==> config.mk <==
export PLATFORM = sky130hd
export DESIGN_NAME = sequenced_shift_engine
export DESIGN_NICKNAME = d
export VERILOG_FILES = /design/src/rtl/shift_engine_pkg.sv /design/src/rtl/shift_step_unit.sv /design/src/rtl/sequenced_shift_engine.sv
export SDC_FILE = /design/constraint.sdc
export NUM_CORES = 1
export LEC_CHECK = 0
export ABC_AREA = 1
export CAP_MARGIN = 40
export CORE_MARGIN = 2
export CORE_UTILIZATION = 52
export CTS_BUF_LIST = sky130_fd_sc_hd__clkbuf_16
export CTS_CLUSTER_SIZE = 14
export DETAILED_ROUTE_END_ITERATION = 7
export GPL_ROUTABILITY_DRIVEN = 1
export PLACE_DENSITY_LB_ADDON = 0.3
export SYNTH_ARGS = -nofsm -noshare
export SYNTH_HDL_FRONTEND = slang
export SYNTH_SLANG_ARGS = --single-unit
==> constraint.sdc <==
create_clock -name clk -period 4 [get_ports clk]
set_clock_uncertainty 0.2 [all_clocks]
set_input_delay 0.4 -clock clk [delete_from_list [all_inputs] [get_ports clk]]
set_output_delay 0.4 -clock clk [all_outputs]
set_load 0.01 [all_outputs]
==> src/rtl/shift_engine_pkg.sv <==
// Shared definitions for the sequenced shift engine: opcodes, FSM encoding
// and the effective-distance helper used at command accept.
package shift_engine_pkg;

   localparam logic [2:0] OP_NOP   = 3'd0;
   localparam logic [2:0] OP_LOAD  = 3'd1;
   localparam logic [2:0] OP_SLL   = 3'd2;
   localparam logic [2:0] OP_SRL   = 3'd3;
   localparam logic [2:0] OP_SRA   = 3'd4;
   localparam logic [2:0] OP_ROL   = 3'd5;
   localparam logic [2:0] OP_ROR   = 3'd6;
   localparam logic [2:0] OP_CLEAR = 3'd7;

   typedef enum logic {
      ST_IDLE  = 1'b0,
      ST_SHIFT = 1'b1
   } state_t;

   // Shifts saturate at width (everything replaced by fill); rotates wrap with a
   // single conditional subtract, enough because amt never exceeds 2*width-1.
   // Non-shift opcodes have no distance.
   function automatic int unsigned amt_eff(input logic [2:0] op,
                                           input int unsigned amt,
                                           input int unsigned width);
      int unsigned eff;
      eff = 0;
      case (op)
         OP_SLL, OP_SRL, OP_SRA: eff = (amt > width) ? width : amt;
         OP_ROL, OP_ROR:         eff = (amt >= width) ? (amt - width) : amt;
         default:                eff = 0;
      endcase
      return eff;
   endfunction

endpackage

==> src/rtl/shift_step_unit.sv <==
// Combinational step: applies n (0..STEP) single-bit shifts or rotates to data.
// Opcodes other than shifts/rotates pass data through unchanged.
module shift_step_unit
   import shift_engine_pkg::*;
#(
   parameter int WIDTH = 16,
   parameter int STEP  = 1,
   parameter int AMT_W = $clog2(WIDTH) + 1
) (
   input  logic [WIDTH-1:0] data,
   input  logic [2:0]       op,
   input  logic [AMT_W-1:0] n,
   input  logic             fill,
   output logic [WIDTH-1:0] result
);

   // A chain of STEP single-bit stages, each enabled while its index is below n.
   always_comb begin
      result = data;
      for (int i = 0; i < STEP; i++) begin
         if (AMT_W'(i) < n) begin
            case (op)
               OP_SLL:  result = {result[WIDTH-2:0], fill};
               OP_SRL:  result = {fill, result[WIDTH-1:1]};
               OP_SRA:  result = {result[WIDTH-1], result[WIDTH-1:1]};
               OP_ROL:  result = {result[WIDTH-2:0], result[WIDTH-1]};
               OP_ROR:  result = {result[0], result[WIDTH-1:1]};
               default: result = result;
            endcase
         end
      end
   end

endmodule

==> src/rtl/sequenced_shift_engine.sv <==
// Multi-cycle shift/rotate engine moving at most STEP bits per clock.
// Optional parity output enabled by defining SEQ_SHIFT_PARITY_EN.
module sequenced_shift_engine
   import shift_engine_pkg::*;
#(
   parameter  int WIDTH = 16,
   parameter  int STEP  = 1,
   localparam int AMT_W = $clog2(WIDTH) + 1
) (
   input  logic             clk,
   input  logic             rst_n,
   input  logic             cmd_valid,
   output logic             cmd_ready,
   input  logic [2:0]       cmd_op,
   input  logic [AMT_W-1:0] cmd_amt,
   input  logic [WIDTH-1:0] cmd_data,
   input  logic             serial_in,
   input  logic             abort,
   output logic [WIDTH-1:0] data_out,
   output logic             state_dbg,
   output logic             done
`ifdef SEQ_SHIFT_PARITY_EN
   ,
   output logic             parity_out
`endif
);

   // Handshake: a command transfers on a rising edge where cmd_valid && cmd_ready;
   // cmd_ready is high exactly when the FSM is IDLE, and cmd_valid is ignored otherwise.

   localparam logic [AMT_W-1:0] STEP_A = AMT_W'(STEP);

   state_t           state_q, state_d;
   logic [WIDTH-1:0] data_q, data_d, step_out;
   logic [AMT_W-1:0] rem_q, rem_d;
   logic [AMT_W-1:0] acc_amt, cur_rem, step_n;
   logic [2:0]       op_q, step_op;
   logic             accept, complete, done_q;

   // ---------------- FSM: state register ----------------
   always_ff @(posedge clk or negedge rst_n) begin
      if (!rst_n) state_q <= ST_IDLE;
      else        state_q <= state_d;
   end

   // ---------------- FSM: next-state logic ----------------
   always_comb begin
      state_d = state_q;
      case (state_q)
         ST_IDLE:  if (accept && (rem_d != '0)) state_d = ST_SHIFT;
         ST_SHIFT: if (abort || (rem_d == '0))  state_d = ST_IDLE;
         default:  state_d = ST_IDLE;
      endcase
   end

   // ---------------- FSM: outputs ----------------
   always_comb begin
      cmd_ready = (state_q == ST_IDLE);
      state_dbg = state_q;
   end

   assign accept = cmd_valid && cmd_ready;

   // ---------------- step selection ----------------
   assign acc_amt = AMT_W'(amt_eff(cmd_op, 32'(cmd_amt), 32'(WIDTH)));
   assign cur_rem = (state_q == ST_SHIFT) ? rem_q : acc_amt;
   assign step_n  = (cur_rem < STEP_A) ? cur_rem : STEP_A;
   assign step_op = (state_q == ST_SHIFT) ? op_q : cmd_op;

   shift_step_unit #(
      .WIDTH (WIDTH),
      .STEP  (STEP),
      .AMT_W (AMT_W)
   ) u_step (
      .data   (data_q),
      .op     (step_op),
      .n      (step_n),
      .fill   (serial_in),
      .result (step_out)
   );

   // ---------------- datapath next values ----------------
   // The accept edge already performs the first step, so a command whose whole
   // distance fits in one step completes without ever entering SHIFT.
   always_comb begin
      data_d   = data_q;
      rem_d    = rem_q;
      complete = 1'b0;
      if (state_q == ST_IDLE) begin
         if (accept) begin
            rem_d    = cur_rem - step_n;
            complete = (cur_rem == step_n);
            case (cmd_op)
               OP_LOAD:                               data_d = cmd_data;
               OP_CLEAR:                              data_d = '0;
               OP_SLL, OP_SRL, OP_SRA, OP_ROL, OP_ROR: data_d = step_out;
               default:                               data_d = data_q;
            endcase
         end
      end else begin
         if (abort) begin
            rem_d = '0;
         end else begin
            data_d   = step_out;
            rem_d    = rem_q - step_n;
            complete = (rem_q == step_n);
         end
      end
   end

   // ---------------- datapath registers ----------------
   always_ff @(posedge clk or negedge rst_n) begin
      if (!rst_n) begin
         data_q <= '0;
         rem_q  <= '0;
         op_q   <= OP_NOP;
         done_q <= 1'b0;
      end else begin
         data_q <= data_d;
         rem_q  <= rem_d;
         done_q <= complete;
         if (accept) op_q <= cmd_op;
      end
   end

   assign data_out = data_q;
   assign done     = done_q;

`ifdef SEQ_SHIFT_PARITY_EN
   // Parity is taken from the next data value so it lines up with data_out.
   logic parity_q;
   always_ff @(posedge clk or negedge rst_n) begin
      if (!rst_n) parity_q <= 1'b0;
      else        parity_q <= ^data_d;
   end
   assign parity_out = parity_q;
`endif

endmodule

# [After elaboration in Yosys (flattened, before gate mapping)]
# Index checks and enable logic that the tools add are counted.
[classes] add_sub_neg=3 order_cmp=4 n_eq_ne=15 mux=21 bitwise_logic=1 reduce_logical=11
[op_table] op="case mux 16 bit (5 select lines)" count=1
[op_table] op="two-way mux 16 bit" count=4
[op_table] op="case mux 16 bit (3 select lines)" count=1
[op_table] op="two-way mux 5 bit" count=7
[op_table] op="== test 3 bit, second input constant" count=7
[op_table] op="== test 3 x 2 -> 1 bit, second input constant" count=4
[op_table] op="== test 5 bit" count=2
[op_table] op="case mux 5 bit (2 select lines)" count=1
[op_table] op="subtractor 5 bit" count=2
[op_table] op=">= comparator 5 bit, second input constant" count=1
[op_table] op="greater-than comparator 5 bit, second input constant" count=1
[op_table] op="zero test 5 bit" count=1
[op_table] op="< comparator 1 x 5 -> 1 bit, first input constant" count=1
[op_table] op="< comparator 5 x 1 -> 1 bit, second input constant" count=1
[op_table] op="two-way mux 1 bit" count=5
[op_table] op="nonzero test 5 bit" count=1
[op_table] op="OR reduction 5 bit" count=1
[op_table] op="subtractor 5 bit, second input constant" count=1
[op_table] op="nonzero test 4 bit" count=1
[op_table] op="== test 3 x 1 -> 1 bit, second input constant" count=1
[op_table] op="two-way mux 3 bit" count=1
[op_table] op="AND reduction 3 bit" count=1
[op_table] op="OR reduction 3 bit" count=1
[op_table] op="logical AND 1 bit" count=2
[op_table] op="6 further kinds" count=6
[totals] regBits=26 inputBits=29 elab_cells=60

# [Depth between registers and ports, before layout]
[depth] ltp_word=13 ltp_mapped=25

# [By module]
# A second synthesis with hierarchy kept.
[hier_totals] cells_unflattened=372 area_unflattened_um2=2329.7
[by_module_without_submodules] module="sequenced_shift_engine" instances=1 cells_each=235 area_per_inst_um2=1729.2
[by_module_without_submodules] module="shift_step_unit" instances=1 cells_each=137 area_per_inst_um2=600.6

# [Least setup slack after synthesis]
# No wires, ideal clock.
[synth_timing] path_type="input to register" from="in cmd_op[1]" to="reg state_q, in the netlist state_dbg" setup_ns=0.115 t_arrival_ns=2.813 required_ns=3.685 slack_ns=0.872 stages=24 cell_sequence="buf_4 -> nor2_1 -> inv_2 -> nand2_2 -> inv_2 -> nand3_1 -> nand2_1 -> nor2_2 -> nand3_4 -> buf_2 -> ha_1 -> fa_1 -> inv_1 -> nand2_1 -> nand2_1 -> a21oi_1 -> nor2_1 -> nor2_1 -> nor2_1 -> nand3_1 -> nor2_1 -> nand2_1 -> nor2_1 -> nor2_1"
[synth_between] elab_chain_cells=13 elab_cells_between_ends=23 classes_between="add/sub (2); order compare (1); eq/ne (5); mux (9); reduce/logical (6)"
[synth_rtl] element="from (decl)" line="sequenced_shift_engine.sv:14" rtl="input logic [2:0] cmd_op,"
[synth_rtl] element="== test 3 x 2 -> 1 bit / == test 3 bit (equally long branches)" line="shift_engine_pkg.sv:27" rtl="case (op)"
[synth_rtl] element="OR reduction 3 bit / OR reduction 2 bit (equally long branches)" line="shift_engine_pkg.sv:27"
[synth_rtl] element="case mux 5 bit (2 select lines) (*)" line="shift_engine_pkg.sv:27"
[synth_rtl] element="two-way mux 5 bit (*)" line="sequenced_shift_engine.sv:66" rtl="assign cur_rem = (state_q == ST_SHIFT) ? rem_q : acc_amt;"
[synth_rtl] element="< comparator 5 x 1 -> 1 bit" line="sequenced_shift_engine.sv:67" rtl="assign step_n = (cur_rem < STEP_A) ? cur_rem : STEP_A;"
[synth_rtl] element="two-way mux 5 bit" line="sequenced_shift_engine.sv:67"
[synth_rtl] element="subtractor 5 bit, on equally long branches" line="sequenced_shift_engine.sv:91, sequenced_shift_engine.sv:105"
[synth_rtl] element="two-way mux 5 bit, on equally long branches" line="sequenced_shift_engine.sv:90, sequenced_shift_engine.sv:101"
[synth_rtl] element="two-way mux 5 bit (*)" line="sequenced_shift_engine.sv:89" rtl="if (state_q == ST_IDLE) begin"
[synth_rtl] element="named net rem_d[4]" line="sequenced_shift_engine.sv:35" rtl="logic [AMT_W-1:0] rem_q, rem_d;"
[synth_rtl] element="zero test 5 bit / nonzero test 5 bit (equally long branches)" line="sequenced_shift_engine.sv:51, sequenced_shift_engine.sv:50"
[synth_rtl] element="logical OR 1 bit / logical AND 1 bit (equally long branches)" line="sequenced_shift_engine.sv:51, sequenced_shift_engine.sv:50"
[synth_rtl] element="two-way mux 1 bit, on equally long branches" line="sequenced_shift_engine.sv:51, sequenced_shift_engine.sv:50"
[synth_rtl] element="case mux 1 bit (2 select lines) (*)" line="sequenced_shift_engine.sv:49" rtl="case (state_q)"
[synth_rtl] element="named net state_d" line="sequenced_shift_engine.sv:33" rtl="state_t state_q, state_d;"
[synth_rtl] element="to (signal assigned)" line="sequenced_shift_engine.sv:43" rtl="else state_q <= state_d;"
[synth_rtl] element="to (decl)" line="sequenced_shift_engine.sv:33"
# The timed path passes the listed nets; every way through them passes the cells marked *.
# A chain may end at the register's enable or synchronous reset.

# [Final worst setup path]
# Ends and elaborated chain as after synthesis.

==> flow_summary.json <==
{
  "grt_max_degree": 27,
  "hp-class": "in2async",
  "die-area_sq_um": 5103,
  "antenna_cells": 0,
  "drt_wl_total_mm": 6.190,
  "worstPathArrival_ps": 3260,
  "reg2regPathDepth": 19,
  "postSynthAreaPerCell_sq_um": 6.915,
  "first_pass_iters": 4,
  "htreeDepth": 1,
  "async_flop_share_pct": 100.0,
  "cts_setup_buffers": 0,
  "max_slew_margin_pct": 48.34,
  "cts_tree": "yes",
  "yosys.area_share.simple_pct": 41.38,
  "cp_common_cell": "nor2_1",
  "critPathMaxStageDelay_ps": 640,
  "antenna_found_initial": 0,
  "dieHeight_um": 71.44,
  "timing.final.ws_setup_ps": 693.7,
  "syn-cell-area_sq_um": 2365,
  "r2r-end": "state_dbg$_DFF_PN0_",
  "synth_enable_flop_cells": 0,
  "cts.sinks": 26,
  "end_kind": "flop",
  "drcViolationCount": 0,
  "wl_per_cell_um": 14.10,
  "synth-seq-cells": 26,
  "dr_total_vias": 2418,
  "crit_start": "cmd_op[1]",
  "dp_slack_ps": 426.5,
  "synth-seq-area-share_pct": 27.51,
  "start_kind": "primary input",
  "ys_types": 33,
  "max_clock_freq_ghz": 0.3025,
  "r2r_start": "state_dbg$_DFF_PN0_",
  "synthAdderAreaFrac_pct": 4.021,
  "leakage_nw": 1.430,
  "root_buffer": "clkbuf_16",
  "start_util_pct": 54.31,
  "hold_buffers": 0,
  "route.met3.wl_um": 288,
  "post-route-min-period_ps": 3306,
  "drt_iter0_drc": 210,
  "cpLargestDelayFamily": "simple AND/OR/NAND/NOR gates",
  "reg2reg_slack_ps": 1000,
  "total_power_mw": 2.775,
  "cts.clk_slew.worst_paths_ps": 70,
  "synth_compound_area_share_pct": 14.34,
  "worst_slew_pin_slew_ps": 773.1,
  "post_cts_resize_count": 0,
  "worstPathRequired_ps": 3960,
  "peakVddDrop_v": 0.0005399,
  "crit_chain": "clkdlybuf4s50_1 > nand3_1 > nand2_2 > inv_2 > nand3_1 > nand2_1 > nor2_2 > nand3_4 > ha_1 > fa_1 > inv_1 > nand2_1 > nand2_1 > a21oi_1 > nor2_1 > nor2_1 > nor2_1 > nand3_1 > nor2_1 > nand2_1 > nor2_1 > nor2_1",
  "syn_inst": 342,
  "rsz0062_at_grt": "false",
  "ys_warn_count": 0,
  "grt_usage_pct": 25.00,
  "gp_congestion": 0.8897,
  "synth_top_family_by_area": "simple AND/OR/NAND/NOR gates",
  "tns_ps": 0,
  "grt_pass1_wl_mm": 10.39,
  "vias_per_cell": 5.508,
  "grt-ovfl-total": 0,
  "critPathBufInv": 3,
  "core_area_sq_um": 4354,
  "final_util_pct": 67.96,
  "min_period_over_period_pct": 82.66,
  "wl_met2_mm": 2.960,
  "max-clock-path-buffers": 2,
  "drtAntennaViolNets": 0,
  "seqCellArea_sq_um": 650.6,
  "synth_xor_area_share_pct": 0,
  "drive_gt1_share_pct": 16.02,
  "cts_buffers": 3,
  "worst-path-max-fanout": 8,
  "yosys-mux-area-fraction_pct": 0,
  "fin_nets": 424,
  "io_pins": 48,
  "top_layer": "met4",
  "multi_input_area_sq_um": 1428,
  "mostFrequentLayoutCell": "nand2_1",
  "report.final.slew_viol_count": 0,
  "max-cap-violations": 0,
  "worstSetupPathType": "in2reg",
  "fill_cells": 379,
  "ys.flop_type": "dfrtp_1",
  "met1_length_mm": 2.907,
  "insertion_delay_ps": 270,
  "hold_viol": 0,
  "place_area_sq_um": 2854,
  "cellPowerDensity_nw_per_um2": 937.7,
  "status": "complete, no violations",
  "grt_pass1_vias": 2290,
  "port_buffers": 47,
  "finalSetupViolCount": 0,
  "rows": 24,
  "cp_slowest_cell": "clkdlybuf4s50_1",
  "syn_to_final_growth_pct": 25.13,
  "final_area_sq_um": 2959,
  "layout_common_cells": "nand2_1, clkdlybuf4s50_1, inv_1, nor2_1, nand3_1",
  "die_x_um": 71.44,
  "hpwl_mm": 4.462
}
-- through the flow --
step	hold slack (ps)	cells
finish	307.1	439
global route	346.5	439
CTS	325.7	439
floorplan	-95.59	344
global placement	285.2	435
detailed placement	309.5	435
-- area by class of cell --
class | count | area share [%]
Timing Repair Buffer | 54 | 17.67
Inverter | 50 | 6.342
Sequential cell | 26 | 21.99
Clock buffer | 3 | 2.537
Multi-Input combinational cell | 253 | 48.25
Tap cell | 52 | 2.199
Clock inverter | 1 | 1.015
-- registers in the layout, summed over array words and instances (netlist names) --
| signal | cells |
|---|---|
| op_q | 3 |
| data_out | 16 |
| done | 1 |
| rem_q | 5 |
| state_dbg | 1 |
-- worst max-delay path by stage --
stage / end / cells past startpoint
after global placement: state_dbg$_DFF_PN0_ / 22
final: state_dbg$_DFF_PN0_ / 22
after CTS: state_dbg$_DFF_PN0_ / 22
after global routing: state_dbg$_DFF_PN0_ / 22
after detailed placement: state_dbg$_DFF_PN0_ / 22
after floorplan: state_dbg$_DFF_PN0_ / 24
-- worst register-to-register path, stage by stage, from the launching register on --
cell and delay, ps:
dfrtp_1 520, buf_4 260, nand2_1 70, nand2_1 110
nor2_2 190, nand3_4 90, ha_1 210, fa_1 360
inv_1 70, nand2_1 60, nand2_1 60, a21oi_1 70
nor2_1 90, nor2_1 50, nor2_1 100, nand3_1 110
nor2_1 90, nand2_1 60, nor2_1 80, nor2_1 40
-- routing by layer --
layer	vias to the layer above	global-route usage [%]
li1	1218	-
met1	1144	34.76
met2	52	41.87
met3	4	2.672
met4	0	6.080
met5	-	0
-- power by group --
group	switching [mW]	internal [mW]
Sequential	0.161	0.394
Clock	0.0998	0.199
Combinational	1.15	0.773
Total	1.41	1.37
-- cells in the mapped netlist, types with 6 or more instances --
library cell  number  share of area, %
nand2_1           82                13
inv_1             39               6.2
nor2_1            39               6.2
nand3_1           31               6.6
dfrtp_1           26                28
a31oi_1           16               4.2
a21oi_1           11               2.3
inv_2             11               1.7
nand3_2           11               4.7
a21oi_2            9               3.3
nand4_1            9               2.4
nand4_2            9               4.8
o21ai_0            7               1.5
clkbuf_1           6              0.95
ha_1               6               3.2
-- cells by family (layout without fill, tap and decap cells) --
family / Yosys count / in the layout
compound gates: 51 / 51
flops: 26 / 26
fa+ha+maj: 7 / 7
other cells: 2 / 4
simple gates: 191 / 191
buf+inv: 65 / 108
Note: power is estimated with default switching activity, not from simulation.
